<file path="config.mk">
export PLATFORM = sky130hd
export DESIGN_NAME = xor_fault_ctrl
export DESIGN_NICKNAME = d
export VERILOG_FILES = /design/src/rtl/xor_fault_ctrl_pkg.sv /design/src/rtl/xor_fault_ctrl_sync_2ff.sv /design/src/rtl/xor_fault_ctrl.sv
export SDC_FILE = /design/constraint.sdc
export NUM_CORES = 1
export LEC_CHECK = 0
export BUFFER_PORTS_ARGS = -buffer_cell sky130_fd_sc_hd__buf_2
export CORE_ASPECT_RATIO = 0.8
export CORE_UTILIZATION = 43
export CTS_CLUSTER_SIZE = 40
export DETAILED_ROUTE_END_ITERATION = 10
export PLACE_DENSITY_LB_ADDON = 0.05
export SYNTH_ARGS = -nofsm -noshare
export SYNTH_HDL_FRONTEND = slang
export SYNTH_SLANG_ARGS = --single-unit
</file>
<file path="constraint.sdc">
create_clock -name sysclk -period 3 [get_ports sysclk]
set_input_delay 0.15 -clock sysclk [delete_from_list [all_inputs] [get_ports sysclk]]
set_output_delay 0.15 -clock sysclk [all_outputs]
set_load 0.05 [all_outputs]
</file>
<file path="src/rtl/xor_fault_ctrl_pkg.sv">
// Shared definitions for the XOR fault-injection sequencer.
// Holds the FSM state encoding, default timing constants and a small
// helper used to size the phase timer.
package xor_fault_ctrl_pkg;

    typedef enum logic [2:0] {
        ST_IDLE   = 3'd0,
        ST_LOCATE = 3'd1,
        ST_APPLY  = 3'd2,
        ST_PULSE  = 3'd3,
        ST_WINDOW = 3'd4,
        ST_REPORT = 3'd5
    } state_t;

    localparam int DEF_SETTLE_CYC = 16;
    localparam int DEF_PULSE_CYC  = 4;
    localparam int DEF_WINDOW_CYC = 32;
    localparam int DEF_CNT_W      = 16;

    function automatic int max3(input int x, input int y, input int z);
        int m;
        m = (x > y) ? x : y;
        return (m > z) ? m : z;
    endfunction

endpackage

</file>
<file path="src/rtl/xor_fault_ctrl_sync_2ff.sv">
// Two-flop synchroniser for a single asynchronous bit.
// Ports: sysclk - clock, rst - async active-high reset,
//        d - asynchronous input, q - synchronised output (2 cycles latency).
module sync_2ff (
    input  logic sysclk,
    input  logic rst,
    input  logic d,
    output logic q
);

    logic r_meta;
    logic r_sync;

    always_ff @(posedge sysclk or posedge rst) begin
        if (rst) begin
            r_meta <= 1'b0;
            r_sync <= 1'b0;
        end else begin
            r_meta <= d;
            r_sync <= r_meta;
        end
    end

    assign q = r_sync;

endmodule

</file>
<file path="src/rtl/xor_fault_ctrl.sv">
// Test sequencer for the laser-attacked XOR target.
// Applies a latched 6-bit pattern, fires a timed laser pulse, counts cycles
// where the synchronised target output differs from the pattern parity, and
// reports each trial over a valid/ready handshake. Locate mode drives osc_en.
//
// state  | meaning
// IDLE   | waiting for start or locate_req
// LOCATE | osc_en high, gate toggled for emission localisation
// APPLY  | pattern applied, target settling
// PULSE  | laser_trig high, comparison active
// WINDOW | post-pulse observation, comparison active
// REPORT | result valid, waiting for res_ready
//
// Ports: sysclk/rst clock and async reset; start/pattern trial request;
// locate_req locate mode level; q_in target output; a target inputs;
// osc_en clock-injection enable; laser_trig laser strobe; busy not-idle;
// res_* result handshake; clear_cnt/total_faults running fault tally.
module xor_fault_ctrl
    import xor_fault_ctrl_pkg::*;
#(
    parameter int SETTLE_CYC = DEF_SETTLE_CYC,
    parameter int PULSE_CYC  = DEF_PULSE_CYC,
    parameter int WINDOW_CYC = DEF_WINDOW_CYC,
    parameter int CNT_W      = DEF_CNT_W
) (
    input  logic             sysclk,
    input  logic             rst,
    input  logic             start,
    input  logic [5:0]       pattern,
    input  logic             locate_req,
    input  logic             q_in,
    output logic [5:0]       a,
    output logic             osc_en,
    output logic             laser_trig,
    output logic             busy,
    output logic             res_valid,
    input  logic             res_ready,
    output logic             res_fault,
    output logic [CNT_W-1:0] res_err_cnt,
    output logic [5:0]       res_pattern,
    input  logic             clear_cnt,
    output logic [CNT_W-1:0] total_faults
);

    localparam int TMR_MAX = max3(SETTLE_CYC, PULSE_CYC, WINDOW_CYC);
    localparam int TMR_W   = (TMR_MAX > 1) ? $clog2(TMR_MAX) : 1;

    state_t             r_state;
    state_t             w_state_nxt;
    logic [TMR_W-1:0]   r_tmr;
    logic [TMR_W-1:0]   w_tmr_nxt;
    logic               w_tc;
    logic               w_accept;
    logic               w_handshake;
    logic               w_q_s;
    logic               w_cmp_en;
    logic [CNT_W-1:0]   r_err;
    logic [CNT_W-1:0]   w_err_nxt;
    logic [5:0]         r_a;
    logic               r_exp;
    logic               r_osc;
    logic               r_laser;
    logic               r_busy;
    logic               r_valid;
    logic               r_res_fault;
    logic [CNT_W-1:0]   r_res_err;
    logic [5:0]         r_res_pat;
    logic [CNT_W-1:0]   r_total;

    sync_2ff u_sync (
        .sysclk (sysclk),
        .rst    (rst),
        .d      (q_in),
        .q      (w_q_s)
    );

    assign w_tc     = (r_tmr == '0);
    assign w_cmp_en = (r_state == ST_PULSE) || (r_state == ST_WINDOW);

    always_comb begin
        w_state_nxt = r_state;
        w_tmr_nxt   = r_tmr;
        w_accept    = 1'b0;
        w_handshake = 1'b0;
        case (r_state)
            ST_IDLE: begin
                // locate_req takes priority over a coincident start
                if (locate_req) begin
                    w_state_nxt = ST_LOCATE;
                end else if (start) begin
                    w_state_nxt = ST_APPLY;
                    w_tmr_nxt   = TMR_W'(SETTLE_CYC - 1);
                    w_accept    = 1'b1;
                end
            end
            ST_LOCATE: begin
                if (!locate_req) w_state_nxt = ST_IDLE;
            end
            ST_APPLY: begin
                if (w_tc) begin
                    w_state_nxt = ST_PULSE;
                    w_tmr_nxt   = TMR_W'(PULSE_CYC - 1);
                end else begin
                    w_tmr_nxt = r_tmr - TMR_W'(1);
                end
            end
            ST_PULSE: begin
                if (w_tc) begin
                    w_state_nxt = ST_WINDOW;
                    w_tmr_nxt   = TMR_W'(WINDOW_CYC - 1);
                end else begin
                    w_tmr_nxt = r_tmr - TMR_W'(1);
                end
            end
            ST_WINDOW: begin
                if (w_tc) w_state_nxt = ST_REPORT;
                else      w_tmr_nxt   = r_tmr - TMR_W'(1);
            end
            ST_REPORT: begin
                if (res_ready) begin
                    w_state_nxt = ST_IDLE;
                    w_handshake = 1'b1;
                end
            end
            default: w_state_nxt = ST_IDLE;
        endcase
    end

    always_comb begin
        w_err_nxt = r_err;
        if (w_accept) begin
            w_err_nxt = '0;
        end else if (w_cmp_en && (w_q_s != r_exp) && (r_err != '1)) begin
            w_err_nxt = r_err + CNT_W'(1);
        end
    end

    always_ff @(posedge sysclk or posedge rst) begin
        if (rst) begin
            r_state <= ST_IDLE;
            r_tmr   <= '0;
            r_err   <= '0;
            r_a     <= '0;
            r_exp   <= 1'b0;
            r_osc   <= 1'b0;
            r_laser <= 1'b0;
            r_busy  <= 1'b0;
            r_valid <= 1'b0;
        end else begin
            r_state <= w_state_nxt;
            r_tmr   <= w_tmr_nxt;
            r_err   <= w_err_nxt;
            if (w_accept) begin
                r_a   <= pattern;
                r_exp <= ^pattern;
            end
            // strobes are registered from the next state so they never glitch
            r_osc   <= (w_state_nxt == ST_LOCATE);
            r_laser <= (w_state_nxt == ST_PULSE);
            r_busy  <= (w_state_nxt != ST_IDLE);
            r_valid <= (w_state_nxt == ST_REPORT);
        end
    end

    // Results are captured on REPORT entry, including the last window cycle's
    // comparison, and held until the next trial reaches REPORT.
    always_ff @(posedge sysclk or posedge rst) begin
        if (rst) begin
            r_res_fault <= 1'b0;
            r_res_err   <= '0;
            r_res_pat   <= '0;
        end else if ((r_state == ST_WINDOW) && (w_state_nxt == ST_REPORT)) begin
            r_res_fault <= (w_err_nxt != '0);
            r_res_err   <= w_err_nxt;
            r_res_pat   <= r_a;
        end
    end

    always_ff @(posedge sysclk or posedge rst) begin
        if (rst) begin
            r_total <= '0;
        end else if (clear_cnt) begin
            r_total <= '0;
        end else if (w_handshake && r_res_fault && (r_total != '1)) begin
            r_total <= r_total + CNT_W'(1);
        end
    end

    assign a            = r_a;
    assign osc_en       = r_osc;
    assign laser_trig   = r_laser;
    assign busy         = r_busy;
    assign res_valid    = r_valid;
    assign res_fault    = r_res_fault;
    assign res_err_cnt  = r_res_err;
    assign res_pattern  = r_res_pat;
    assign total_faults = r_total;

endmodule

</file>
==> results.cfg <==
[run_status]
status = finished clean

[placed_design]
io_buffer_count = 61
hpwl_mm = 5.74
place_congestion = 0.855
dp.cells = 522

[power]
p_int_w = 0.00198
p_leak_nw = 2.04
powerDensity_nw_per_um2 = 751
clkPwrFrac = 0.238
p_comb_frac = 0.313
switching_power_w = 0.00126
peakVddDrop_mv = 0.297
swShare = 0.390
seq_power_share = 0.449

[clock_network]
clock_sinks = 76
cts_tree = yes
cts_root_buf = clkbuf_8
cts_made_buffers = 9
h-tree-depth = 3
clkTransAtPathRegs_ns = 0.08
ctsResizeCount = 0
clk_latency_ns = 0.34
clockBufferDepth = 2

[synth]
synth_top_area_share = 0.517
syn_inst = 362
yosys_warnings = 0
ys_seq_area_frac = 0.517
yosysTopAreaCell = dfrtp_1
syn-cell-area_um2 = 3680
synth_edf_count = 0
syn-num-nets = 378
synth_flop_cell = dfrtp_1
ys_ff_latch = 76
ys_async_sr_fraction = 1.00
synth_cell_types = 54
syn_avg_cell_area_um2 = 10.2
synth_area_leaders = dfrtp_1 52%, nand2_1 5.9%, xnor2_1 4.8%

[route]
drt_iter0_markers = 146
postRouteAntennaNets = 0
viasPerCell = 5.27
post_drt_wl_per_cell_um = 14.9
drt-total-wl_mm = 8.05
drtPass1Iterations = 4
drc = 0
num_vias = 2846

[critical_path]
crit_slowest_cell = dfrtp_1
critPathBufInv = 0
cpLargestDelayFamily = simple AND/OR/NAND/NOR gates
critPathKind = flip-flop to flip-flop
required_ns = 3.23
slowest_delay_ns = 0.47
path_max_fanout = 9
crit_arrival_ns = 2.85
crit_chain = ha_1, and4_1, nand4bb_1, nand4b_1, xor2_1, nor2_1, or3_1, o31a_1
endpoint_kind = flip-flop
start_kind = flip-flop

[flow_run]
cap_violations = 0

[timing]
tns_ns = 0
rsz0062_at_grt = no
period_minus_slack_ns = 2.63
clock_skew_ns = 0.0110
final_max_slew_viol_count = 0
tightest_slew_ns = 0.540
period_share = 0.876
max_slew_margin = 0.640
final-hold-violation-count = 0
setup_viol = 0
fmax_mhz = 380

[die]
die_height_um = 84.8
start_util = 0.453
io_pins = 62
floorplan.die.width_um = 105
die_area_um2 = 8940
design.core.area_um2 = 8130
fp-row-count = 29

[layout]
fin_cells = 540
final_cell_mix = 76 x dfrtp_1, 61 x buf_2, 58 x nand2_1
drive_above_1_share = 0.234
final_nets = 443
diodes = 0
final_common_cell = dfrtp_1
area_growth_syn_to_layout_pct = 17.3

[min_path]
hold_class = primary input to flip-flop

[grt]
gr-total-overflow = 0
antenna_found_initial = 0
grt_max_degree = 37
grt_pass1_wl_mm = 13.9
grt_usage = 0.197
grt_pass1_vias = 2833
==> state kept, by name, indices dropped and copies added (netlist names), 3 cells and up <==
name          count
total_faults     16
r_tmr             5
res_err_cnt      16
a                 6
res_pattern       6
r_err            16
r_state           3
==> power groups by stage <==
stage	Sequential, W	Clock [W]	Combinational [W]
floorplan	0.00160	0	0.000639
global placement	0.00146	0	0.00100
detailed placement	0.00147	0	0.00101
CTS	0.00146	0.000802	0.00102
global route	0.00150	0.000848	0.00112
finish	0.00146	0.000771	0.00101
==> metrics by stage <==
| step | instance area, um^2 | setup slack, ns | util | total power, W | hold slack, ns |
|---|---|---|---|---|---|
| after global placement | 4100 | 0.468 | 0.505 | 0.00246 | 0.214 |
| final | 4320 | 0.371 | 0.531 | 0.00324 | 0.0311 |
| after global routing | 4320 | 0.116 | 0.531 | 0.00346 | 0.0186 |
| after floorplan | 3680 | 0.669 | - | 0.00224 | 0.181 |
| after detailed placement | 4100 | 0.387 | 0.505 | 0.00249 | 0.224 |
| after CTS | 4320 | 0.359 | 0.531 | 0.00328 | 0.0139 |
==> final cells by class <==
type / instances / area, um^2
fill: 782 / 3810
clock inverter: 4 / 48.8
sequential: 76 / 1900
inverter: 7 / 26.3
tap: 108 / 135
timing repair buffer: 69 / 370
clock buffer: 12 / 145
multi-input combinational: 264 / 1690
==> synthesized netlist by cell type, types with 2 or more instances <==
library cell	count
a21oi_1	11
a31oi_1	2
and2_1	4
and3_1	6
and4_1	4
buf_1	3
buf_2	6
clkbuf_1	6
dfrtp_1	76
ha_1	3
inv_1	7
mux2_2	9
mux2i_1	3
nand2_1	58
nand2b_1	5
nand3_1	17
nand4_1	5
nand4b_1	2
nand4bb_1	2
nor2_1	36
nor2b_1	3
nor3_1	5
nor3b_1	3
nor4_1	3
o21a_1	2
o21ai_0	8
o31ai_1	11
or3_1	4
xnor2_1	20
xor2_1	14
==> metal layers <==
| metal | up-vias | GRT usage | routed length, um | part of all wire |
|---|---|---|---|---|
| met5 | - | 0 | 0 | 0 |
| li1 | 1386 | - | - | - |
| met3 | 4 | 0.0543 | 317 | 0.039 |
| met4 | 0 | 0.0487 | 24 | 0.0030 |
| met1 | 1392 | 0.277 | 4050 | 0.50 |
| met2 | 64 | 0.302 | 3660 | 0.45 |
==> path summary, 6_finish.rpt <==
check                                        start                      endpoint  slack, ns  depth (start not counted)
hold reg to reg            u_sync.r_meta$_DFF_PP0_            u_sync.q$_DFF_PP0_       0.36                          0
min in group asynchronous                      rst  total_faults[11]$_DFFE_PP0P_       0.39                          3
setup / recovery                r_err[0]$_DFF_PP0_         res_fault$_DFFE_PP0P_       0.37                          8
hold / removal                          pattern[3]              a[3]$_DFFE_PP0N_       0.03                          3
max in group asynchronous                      rst    res_err_cnt[1]$_DFFE_PP0P_       1.81                          4
setup reg to reg                r_err[0]$_DFF_PP0_         res_fault$_DFFE_PP0P_       0.37                          8
==> worst min-delay path: cells and delay by family <==
family | cells | cell delay (ns)
buffers and inverters | 1 | 0.10
and+or+nand+nor | 2 | 0.09
==> cells by family (layout without fill, tap and decap cells) <==
logic type                 Yosys count  in the layout  share of synthesized area
xor gates and xnor gates            34             34                     0.0809
adders and majority gates            3              3                     0.0102
and+or+nand+nor                    166            166                      0.233
buffers and inverters               22             92                     0.0245
muxes                               12             12                     0.0357
AOI/OAI and AO/OA                   49             49                     0.0993
DFF                                 76             76                      0.517
==> repair_timing <==
| action | in CTS | in global routing |
|---|---|---|
| hold endpoints to repair | 23 | 0 |
| hold buffers | 2 | 0 |
| endpoints found under the setup margin | 0 | 0 |
| setup buffers | 0 | 0 |
Power figures use the tool's default switching activity.
